$ cat config.mk
export PLATFORM = sky130hd
export DESIGN_NAME = branch_predict_unit
export DESIGN_NICKNAME = d
export VERILOG_FILES = /design/src/rtl/bru_pkg.sv /design/src/rtl/bru_bht.sv /design/src/rtl/branch_predict_unit.sv
export SDC_FILE = /design/constraint.sdc
export NUM_CORES = 1
export LEC_CHECK = 0
export CAP_MARGIN = 20
export CORE_ASPECT_RATIO = 0.6
export CORE_UTILIZATION = 55
export CTS_BUF_LIST = sky130_fd_sc_hd__clkbuf_8
export DETAILED_ROUTE_END_ITERATION = 8
export GPL_TIMING_DRIVEN = 0
export PLACE_DENSITY = 0.85
export SETUP_SLACK_MARGIN = 0.2
export SLEW_MARGIN = 5
export SYNTH_ARGS = -nofsm -noshare
export SYNTH_HDL_FRONTEND = slang
export SYNTH_SLANG_ARGS = --single-unit
$ cat constraint.sdc
create_clock -name clk -period 8.4 [get_ports clk]
set_input_delay 1.68 -clock clk [delete_from_list [all_inputs] [get_ports clk]]
set_output_delay 1.68 -clock clk [all_outputs]
set_load 0.005 [all_outputs]
$ cat src/rtl/bru_pkg.sv
// Shared definitions for the branch unit: branch opcodes, the BHT counter type and its
// reset value, and the opcode/counter helper functions.
package bru_pkg;

    localparam logic [5:0] OP_BEQ  = 6'h04;
    localparam logic [5:0] OP_BNE  = 6'h05;
    localparam logic [5:0] OP_BGT  = 6'h06;
    localparam logic [5:0] OP_BGTE = 6'h07;
    localparam logic [5:0] OP_BLE  = 6'h08;
    localparam logic [5:0] OP_BLEQ = 6'h09;
    localparam logic [5:0] OP_BLEU = 6'h0A;
    localparam logic [5:0] OP_BGTU = 6'h0B;

    typedef enum logic [1:0] {
        SNT = 2'b00,
        WNT = 2'b01,
        WT  = 2'b10,
        ST  = 2'b11
    } bht_state_t;

    localparam bht_state_t BHT_INIT = WNT;

    // Branch opcodes occupy one contiguous range.
    function automatic logic is_branch(input logic [5:0] op);
        return (op >= OP_BEQ) && (op <= OP_BGTU);
    endfunction

    function automatic bht_state_t bht_next(input bht_state_t cur, input logic taken);
        bht_state_t nxt;
        nxt = cur;
        if (taken && cur != ST)
            nxt = bht_state_t'(cur + 2'd1);
        else if (!taken && cur != SNT)
            nxt = bht_state_t'(cur - 2'd1);
        return nxt;
    endfunction

endpackage

$ cat src/rtl/bru_bht.sv
// Branch history table: BHT_DEPTH 2-bit saturating counters with one asynchronous read
// port and one synchronous update port. A same-cycle read of the written entry sees the old value.
module bru_bht
    import bru_pkg::*;
#(
    parameter int BHT_DEPTH = 64,
    localparam int IDX_W = $clog2(BHT_DEPTH)
) (
    input  logic             clk,
    input  logic             rst,
    input  logic [IDX_W-1:0] rd_idx,
    output bht_state_t       rd_state,
    input  logic             wr_en,
    input  logic [IDX_W-1:0] wr_idx,
    input  logic             wr_taken
);

    bht_state_t cnt [BHT_DEPTH];

    assign rd_state = cnt[rd_idx];

    always_ff @(posedge clk or posedge rst) begin
        if (rst) begin
            for (int i = 0; i < BHT_DEPTH; i++)
                cnt[i] <= BHT_INIT;
        end else if (wr_en) begin
            cnt[wr_idx] <= bht_next(cnt[wr_idx], wr_taken);
        end
    end

endmodule

$ cat src/rtl/branch_predict_unit.sv
// Branch unit: resolves conditional branches in EX, registers outcome/target/mispredict,
// and trains a 2-bit BHT. Optional perf counters: define BRANCH_PREDICT_UNIT_PERF_EN.
module branch_predict_unit
    import bru_pkg::*;
#(
    parameter int XLEN      = 32,
    parameter int PC_W      = 32,
    parameter int BHT_DEPTH = 64,
    localparam int IDX_W    = $clog2(BHT_DEPTH)
) (
    input  logic            clk,
    input  logic            rst,
    input  logic [PC_W-1:0] f_pc,
    output logic            f_pred_taken,
    input  logic            ex_valid,
    input  logic            ex_flush,
    input  logic [5:0]      ex_opcode,
    input  logic [PC_W-1:0] ex_pc,
    input  logic [XLEN-1:0] ex_rs_data,
    input  logic [XLEN-1:0] ex_rt_data,
    input  logic [15:0]     ex_imm16,
    input  logic            ex_pred_taken,
    output logic            res_valid,
    output logic            res_taken,
    output logic [PC_W-1:0] res_target,
    output logic            res_mispredict,
    output logic [PC_W-1:0] res_redirect_pc
`ifdef BRANCH_PREDICT_UNIT_PERF_EN
   ,output logic [31:0]     perf_branches,
    output logic [31:0]     perf_mispredicts
`endif
);

    logic            taken;
    logic            resolve;
    logic [PC_W-1:0] imm_ext;
    logic [PC_W-1:0] seq_pc;
    logic [PC_W-1:0] target;
    bht_state_t      rd_state;

    always_comb begin
        taken = 1'b0;
        unique case (ex_opcode)
            OP_BEQ:  taken = (ex_rs_data == ex_rt_data);
            OP_BNE:  taken = (ex_rs_data != ex_rt_data);
            OP_BGT:  taken = ($signed(ex_rs_data) >  $signed(ex_rt_data));
            OP_BGTE: taken = ($signed(ex_rs_data) >= $signed(ex_rt_data));
            OP_BLE:  taken = ($signed(ex_rs_data) <  $signed(ex_rt_data));
            OP_BLEQ: taken = ($signed(ex_rs_data) <= $signed(ex_rt_data));
            OP_BLEU: taken = (ex_rs_data < ex_rt_data);
            OP_BGTU: taken = (ex_rs_data > ex_rt_data);
            default: taken = 1'b0;
        endcase
    end

    // Flush wins over valid; non-branch opcodes never resolve.
    assign resolve = ex_valid & ~ex_flush & is_branch(ex_opcode);

    // Offset is in words; all PC arithmetic wraps silently.
    assign imm_ext = {{(PC_W-16){ex_imm16[15]}}, ex_imm16};
    assign seq_pc  = ex_pc + PC_W'(4);
    assign target  = seq_pc + (imm_ext << 2);

    always_ff @(posedge clk or posedge rst) begin
        if (rst) begin
            res_valid       <= 1'b0;
            res_taken       <= 1'b0;
            res_target      <= '0;
            res_mispredict  <= 1'b0;
            res_redirect_pc <= '0;
        end else begin
            res_valid      <= resolve;
            res_mispredict <= resolve & (taken != ex_pred_taken);
            if (resolve) begin
                res_taken       <= taken;
                res_target      <= target;
                res_redirect_pc <= taken ? target : seq_pc;
            end
        end
    end

    bru_bht #(.BHT_DEPTH(BHT_DEPTH)) u_bht (
        .clk      (clk),
        .rst      (rst),
        .rd_idx   (f_pc[IDX_W+1:2]),
        .rd_state (rd_state),
        .wr_en    (resolve),
        .wr_idx   (ex_pc[IDX_W+1:2]),
        .wr_taken (taken)
    );

    assign f_pred_taken = rd_state[1];

`ifdef BRANCH_PREDICT_UNIT_PERF_EN
    always_ff @(posedge clk or posedge rst) begin
        if (rst) begin
            perf_branches    <= '0;
            perf_mispredicts <= '0;
        end else if (resolve) begin
            perf_branches <= perf_branches + 32'd1;
            if (taken != ex_pred_taken)
                perf_mispredicts <= perf_mispredicts + 32'd1;
        end
    end
`endif

endmodule
==> run summary, run 1 <==
initial core utilization -> 56.3%
Worst Path Arrival -> 5.10 ns
worst-case clock skew -> 0.0206 ns
category of the most critical setup path -> in -> out
number of buffers inserted for hold repair after clock tree synthesis -> 0
run status -> complete, no violations
multiplexer fraction of the synthesized cell area -> 11.7%
count of mapped cells out of synthesis -> 1,286
post-CTS setup buffer count -> 0
antenna violations before repair -> 0
total negative setup slack -> 0 ns
cell breakdown of the critical path -> clkbuf_1 -> buf_1 -> mux4_2 -> mux4_2 -> mux4_2 -> clkdlybuf4s50_1
number of nets still failing antenna checks after routing -> 0
warnings from Yosys -> 0
Worst-Margin Slew -> 1.12 ns
vias per std cell -> 6.40
syn_area_per_cell -> 9.71 sq um
chip height -> 119 um
Top-Level Pins -> 223
maximum capacitance violations -> 0
count of buffering cells on the critical path with inverters included -> 3
Final Setup Violations -> 0
WL/cell -> 22.0 um
ys flop type -> sky130_fd_sc_hd__dfrtp_1
Global Route met2 Usage -> 49.7%
deepest level of the CTS H-tree -> 4
Max Fclk -> 0.147 GHz
largest voltage drop on the vdd net -> 0.0000885 V
Placeable Area -> 22,200 sq um
synthesized flop and latch total -> 193
vias in the first global route -> 11,100
most frequent cell on the critical path -> sky130_fd_sc_hd__mux4_2
Yosys top cell by area -> sky130_fd_sc_hd__dfrtp_1
global-route wire length before repair -> 62.0 mm
Remaining Overflow, GRT -> 0
fraction of the core area covered by cells at the end of the flow -> 68.8%
required time of the critical path -> 6.72 ns
critical path startpoint category -> input port
cell family with most CP delay -> buffers and inverters
root buffer selected by CTS -> sky130_fd_sc_hd__clkbuf_8
area share of fa/ha/maj cells after synthesis -> 6.57%
power per standard cell area -> 153 nW/um^2
fraction of final layout cells sized beyond drive strength 1 -> 16.7%
maximum root-to-sink buffer count -> 2
Clock Latency Late Sink -> 0.51 ns
worst stage delay on the critical path -> 0.84 ns
Seq/Total Area, Yosys -> 39.3%
share of the cycle needed by the critical path after routing -> 80.7%
number of nets in the layout -> 1,724
leading post-synthesis cells by instance count -> sky130_fd_sc_hd__nand2_1, sky130_fd_sc_hd__dfrtp_1, sky130_fd_sc_hd__mux2_2, sky130_fd_sc_hd__o31ai_1
LEAKAGE -> 0.00647 uW
total wire length -> 40.1 mm
area fraction of the dominant cell type after synthesis -> 25.8%
relative slew slack -> 25.3%
total routing usage reported by global routing -> 34.8%
most instantiated library cell after synthesis -> sky130_fd_sc_hd__nand2_1
setup slack, reg-to-reg -> 4.70 ns
asr flop ratio synth -> 100%
maximum fanout encountered on the critical timing path -> 10
Final Wtd Congestion -> 0.986
number of rows in the core area -> 42
HPWL after DPL -> 29.9 mm
type of destination of the critical path -> output pin
combinational family with the most area after synthesis -> compound AO/OA/AOI/OAI gates
final hold violation count -> 0
time the worst path needs with I/O delays and setup -> 6.78 ns
Iteration-0 DRC Markers -> 1,524
total standard cell area after synthesis -> 12,500 sq um
kind of path behind the tightest hold check -> reg -> reg
summed area of non-filler cells in the final layout -> 15,300 sq um
detailed-route via count -> 11,700
GR Util met1 -> 48.5%
count of antenna diodes in the layout -> 0
synthesized-area fraction occupied by and/or/nand/nor cells -> 16.4%
PortBufs -> 194
number of buffers added by the clock tree synthesis step -> 17
fraction of met3 tracks used by global routing -> 13.6%
count of cell types in the netlist -> 76
net count after synthesis -> 1,506
x dimension of the die -> 197 um
Top Usage Layer GRT -> met2
number of enable flip-flop cells after synthesis -> 0
post-synthesis compound-gate area fraction -> 17.2%
library cell contributing the largest single delay on the critical path -> sky130_fd_sc_hd__buf_1
TritonCTS clock tree -> done
Layout fillers -> 1,750
number of iterations in the first detailed-routing pass -> 6
floorplan die area -> 23,300 sq um
XOR/XNOR share of the synthesized area -> 3.65%
number of remaining DRC errors -> 0
synth top area cells -> sky130_fd_sc_hd__dfrtp_1, sky130_fd_sc_hd__dfstp_2, sky130_fd_sc_hd__nand2_1, sky130_fd_sc_hd__ha_1, sky130_fd_sc_hd__mux2_2
largest net degree at the start of global routing -> 108
clock slew at the register clock pins of the worst setup and hold paths -> 0.09 ns
RSZ-0062 raised after global routing -> false
number of sinks driven by the clock tree -> 193
max-slew violation total from the final report -> 0
post_cts resized -> 0
power consumption -> 2340 uW
Layout Area Growth over Synthesis -> 22.2%
DP Area -> 14,900 sq um
## cells in the final DEF (no fill, tap or decap), types with 43 or more instances in the layout
cell type and n:
sky130_fd_sc_hd__dfstp_2 64, sky130_fd_sc_hd__a22oi_1 63, sky130_fd_sc_hd__nor2_1 43, sky130_fd_sc_hd__inv_1 55, sky130_fd_sc_hd__clkdlybuf4s50_1 194, sky130_fd_sc_hd__ha_1 64
sky130_fd_sc_hd__o31ai_1 69, sky130_fd_sc_hd__mux2_2 69, sky130_fd_sc_hd__dfrtp_1 129, sky130_fd_sc_hd__nand2_1 252, sky130_fd_sc_hd__o21ai_0 43
## registers in the layout (all words and copies together), names as in the netlist
name / count
u_bht.cnt: 128
res_target: 32
res_redirect_pc: 30
res_mispredict: 1
res_taken: 1
res_valid: 1
## final timing paths
| kind | depth (start not counted) | endpoint | from |
|---|---|---|---|
| worst min register to register | 2 | u_bht.cnt[36] | u_bht.cnt[36] |
| worst max-delay path | 6 | f_pred_taken | f_pc[2] |
| worst max register to register | 13 | u_bht.cnt[24] | u_bht.cnt[90] |
| min in group asynchronous | 2 | u_bht.cnt[97] | rst |
| worst min-delay path | 2 | u_bht.cnt[36] | u_bht.cnt[36] |
| max in group asynchronous | 3 | u_bht.cnt[38] | rst |
## kinds of logic after synthesis
kind of cell	Yosys count
AOI/OAI and AO/OA	301
adders and majority gates	65
muxes	111
DFF	193
and+or+nand+nor	436
buffers and inverters	128
xor gates and xnor gates	52
## layout make-up
cell class                      count  area, sq um  share of cell area [%]
Buffer                             73          449                    2.94
Timing Repair Buffer              199         2000                    13.1
Clock buffer                       19          262                    1.71
Multi-Input combinational cell    965         6930                    45.4
Tap cell                          308          385                    2.53
Sequential cell                   193         4910                    32.2
Inverter                           55          214                    1.40
Clock inverter                     13          114                   0.746
## tightest hold or removal path: stages (launching register included)
cell	delay, ns
sky130_fd_sc_hd__dfstp_2	0.38
sky130_fd_sc_hd__nand2_1	0.05
sky130_fd_sc_hd__o31ai_1	0.05
## routing by layer
layer | routed length [um] | share of wire, %
met1 | 16500 | 41
met2 | 16800 | 42
met3 | 5700 | 14
met4 | 1010 | 2.5
met5 | 23 | 0.057
## per-stage QoR
| step | instances | setup WS, ns | hold slack, ns |
|---|---|---|---|
| final | 1825 | 1.62 | 0.474 |
| after global routing | 1825 | 1.49 | 0.489 |
| after CTS | 1822 | 1.64 | 0.475 |
| after detailed placement | 1790 | 1.54 | 0.462 |
| after global placement | 1788 | -0.837 | 0.457 |
| after floorplan | 1286 | 1.57 | 0.451 |
## where the power goes
group          internal (uW)  leakage [uW]  switching [uW]
Combinational            346       0.00391             308
Clock                    250      0.000191             358
Sequential              1020       0.00237            56.4
Total                   1620       0.00647             723
Power figures use the tool's default switching activity.
==> inputs of run 2 (changes only) <==
--- a/config.mk
+++ b/config.mk
@@ -7,11 +7,11 @@
 export LEC_CHECK = 0
 export CAP_MARGIN = 20
 export CORE_ASPECT_RATIO = 0.6
-export CORE_UTILIZATION = 55
+export CORE_UTILIZATION = 50
 export CTS_BUF_LIST = sky130_fd_sc_hd__clkbuf_8
 export DETAILED_ROUTE_END_ITERATION = 8
 export GPL_TIMING_DRIVEN = 0
-export PLACE_DENSITY = 0.85
+export PLACE_DENSITY = 0.81
 export SETUP_SLACK_MARGIN = 0.2
 export SLEW_MARGIN = 5
 export SYNTH_ARGS = -nofsm -noshare
==> constraint.sdc (replaced) <==
create_clock -name clk -period 5.95 [get_ports clk]
set_input_delay 1.19 -clock clk [delete_from_list [all_inputs] [get_ports clk]]
set_output_delay 1.19 -clock clk [all_outputs]
set_load 0.005 [all_outputs]
==> run summary, run 2 (synthesis results as in run 1) <==
root buffer selected by CTS -> sky130_fd_sc_hd__clkbuf_8
floorplan die area -> 25,600 sq um
final hold violation count -> 0
deepest level of the CTS H-tree -> 4
kind of path behind the tightest hold check -> reg -> reg
commonest non-fill, non-tap cells in the layout -> sky130_fd_sc_hd__nand2_1, sky130_fd_sc_hd__clkdlybuf4s50_1, sky130_fd_sc_hd__dfrtp_1
share of power burned in registers -> 44.9%
Iteration-0 DRC Markers -> 1,822
critical register-to-register path startpoint -> u_bht.cnt[88]
final setup slack of the worst path -> 0.265 ns
leading registers by flop count -> u_bht.cnt: 128 flops, res_target: 32 flops, res_redirect_pc: 30 flops
max-slew violation total from the final report -> 0
number of standard cells in the layout, taps in and fillers out -> 1,843
terminus of the critical flop-to-flop path -> u_bht.cnt[60]
Reg2Reg Depth -> 12
RSZ-0062 raised after global routing -> true
WHS Path Cells -> 2
worst slack, placed -> -0.348 ns
WHS Endpoint -> u_bht.cnt[94]
register bank with the most flops -> u_bht.cnt
total routing usage reported by global routing -> 31.6%
antenna violations before repair -> 0
flip-flop and latch area -> 4910 sq um
switching power of the nets -> 1010 uW
largest voltage drop on the vdd net -> 0.000135 V
detailed-route via count -> 11,600
total wire length -> 40.3 mm
total area of multi-input combinational cells -> 6950 sq um
fraction of final layout cells sized beyond drive strength 1 -> 17.2%
chip height -> 124 um
Top-Level Pins -> 223
Logic pwr share -> 27.5%
vias in the first global route -> 10,900
largest net degree at the start of global routing -> 41
Critical Path Start -> ex_pc[3]
global-route wire length before repair -> 61.7 mm
most common cell after layout, fill and taps aside -> sky130_fd_sc_hd__nand2_1
TritonCTS clock tree -> done
Remaining Overflow, GRT -> 0
maximum root-to-sink buffer count -> 2
count of antenna diodes in the layout -> 0
Sw Share -> 30.1%
number of nets in the layout -> 1,728
Layout fillers -> 2,009
Pint -> 2360 uW
maximum capacitance violations -> 0
Final Wtd Congestion -> 0.969
number of remaining DRC errors -> 1
run status -> finished with violations
metal3 WL -> 5.83 mm
time the worst path needs with I/O delays and setup -> 5.68 ns
violated checks -> DRC
Clock Power Share -> 27.6%
clock slew at the register clock pins of the worst setup and hold paths -> 0.10 ns
PortBufs -> 194
number of nets still failing antenna checks after routing -> 0
number of sinks driven by the clock tree -> 193
Clock Latency Late Sink -> 0.50 ns
Max Fclk -> 0.176 GHz
relative slew slack -> 36.6%
maximum fanout encountered on the critical timing path -> 10
number of buffers inserted for hold repair after clock tree synthesis -> 0
HPWL after DPL -> 30.6 mm
vias per std cell -> 6.31
Worst-Margin Slew -> 0.947 ns
Final Setup Violations -> 0
category of the most critical setup path -> in -> reg
count of placed standard cells including taps -> 1,810
fraction of the core area covered by cells at the end of the flow -> 63.3%
Placeable Area -> 24,300 sq um
length of routed met2 wiring -> 16.6 mm
share of the cycle needed by the critical path after routing -> 95.5%
total routed wire length on the met1 layer -> 17.0 mm
number of buffers added by the clock tree synthesis step -> 17
LEAKAGE -> 0.00653 uW
number of rows in the core area -> 44
Layout Area Growth over Synthesis -> 23.3%
number of iterations in the first detailed-routing pass -> 7
hold path startpoint -> u_bht.cnt[94]
worst-case clock skew -> 0.0154 ns
x dimension of the die -> 206 um
WL/cell -> 21.9 um
required time of the critical path -> 6.32 ns
Worst Path Arrival -> 6.06 ns
uppermost routed layer -> met4
setup slack, reg-to-reg -> 2.00 ns
number of flip-flops under the largest register name -> 128
power per standard cell area -> 219 nW/um^2
critical path startpoint category -> input port
type of destination of the critical path -> register
initial core utilization -> 51.3%
-- run 2: changes by cell type in the layout (fill, tap and decap cells not counted), sizes merged --
cell | before | now
bufinv | 1 | 3
buf | 56 | 59
clkinvlp | 3 | 1
inv | 59 | 58
clkinv | 5 | 7
-- run 2: metal layers --
metal / up-vias / GRT usage [%]
li1: 5155 / -
met1: 5637 / 46.2
met2: 750 / 43.3
met3: 84 / 11.2
met4: 0 / 9.65
met5: - / 0
-- run 2: per-stage QoR --
step	instance area (sq um)	setup TNS [ns]	power (uW)	hold WS, ns
global placement	14800	-4.25	2410	0.457
detailed placement	15000	-4.60	2450	0.461
finish	15400	0	3370	0.474
global route	15400	0	3510	0.486
CTS	15400	0	3360	0.475
floorplan	12500	0	1940	0.451
-- run 2: power by group through the flow --
stage / combinational [uW] / sequential [uW] / clock (uW)
after floorplan: 405 / 1540 / 0
after global placement: 880 / 1530 / 0
after detailed placement: 912 / 1540 / 0
after CTS: 919 / 1510 / 929
after global routing: 1000 / 1530 / 981
final: 929 / 1510 / 930
-- run 2: timing repair --
| item | CTS | global route |
|---|---|---|
| resized for setup | 2 | 7 |
| setup endpoints to repair | 3 | 75 |
| buffers inserted | 0 | 0 |
-- run 2: how the worst max path moves through the flow --
stage / to / depth (start not counted) / slack, ns
2_1_floorplan: f_pred_taken / 5 / 1.16
3_3_place_gp: res_redirect_pc[27] / 16 / -0.18
3_5_place_dp: res_redirect_pc[27] / 16 / -0.35
4_1_cts: f_pred_taken / 6 / 0.26
5_1_grt: res_redirect_pc[27] / 17 / 0.07
6_report: res_redirect_pc[30] / 18 / 0.27
-- run 2: worst max-delay path: stages --
cell and delay [ns]:
sky130_fd_sc_hd__clkdlybuf4s50_1 0.58, sky130_fd_sc_hd__buf_4 0.21, sky130_fd_sc_hd__and3_1 0.16, sky130_fd_sc_hd__buf_2 0.24
sky130_fd_sc_hd__buf_2 0.41, sky130_fd_sc_hd__nand3_1 0.27, sky130_fd_sc_hd__nor2_1 0.23, sky130_fd_sc_hd__xor2_1 0.25
sky130_fd_sc_hd__ha_1 0.34, sky130_fd_sc_hd__and3_1 0.22, sky130_fd_sc_hd__a221o_1 0.33, sky130_fd_sc_hd__a21o_1 0.19
sky130_fd_sc_hd__a32oi_1 0.34, sky130_fd_sc_hd__nor4_1 0.18, sky130_fd_sc_hd__nor3_2 0.41, sky130_fd_sc_hd__nor4_1 0.11
sky130_fd_sc_hd__nor3_1 0.27, sky130_fd_sc_hd__o211ai_1 0.14
-- run 2: layout make-up --
class / instances / area share [%]
inverters: 55 / 1.36
well taps: 322 / 2.62
plain buffers: 73 / 2.93
repair buffers: 203 / 13.4
flip-flops and latches: 193 / 31.9
clock buffers: 18 / 1.61
multi-input cells: 965 / 45.2
clock inverters: 14 / 1.06
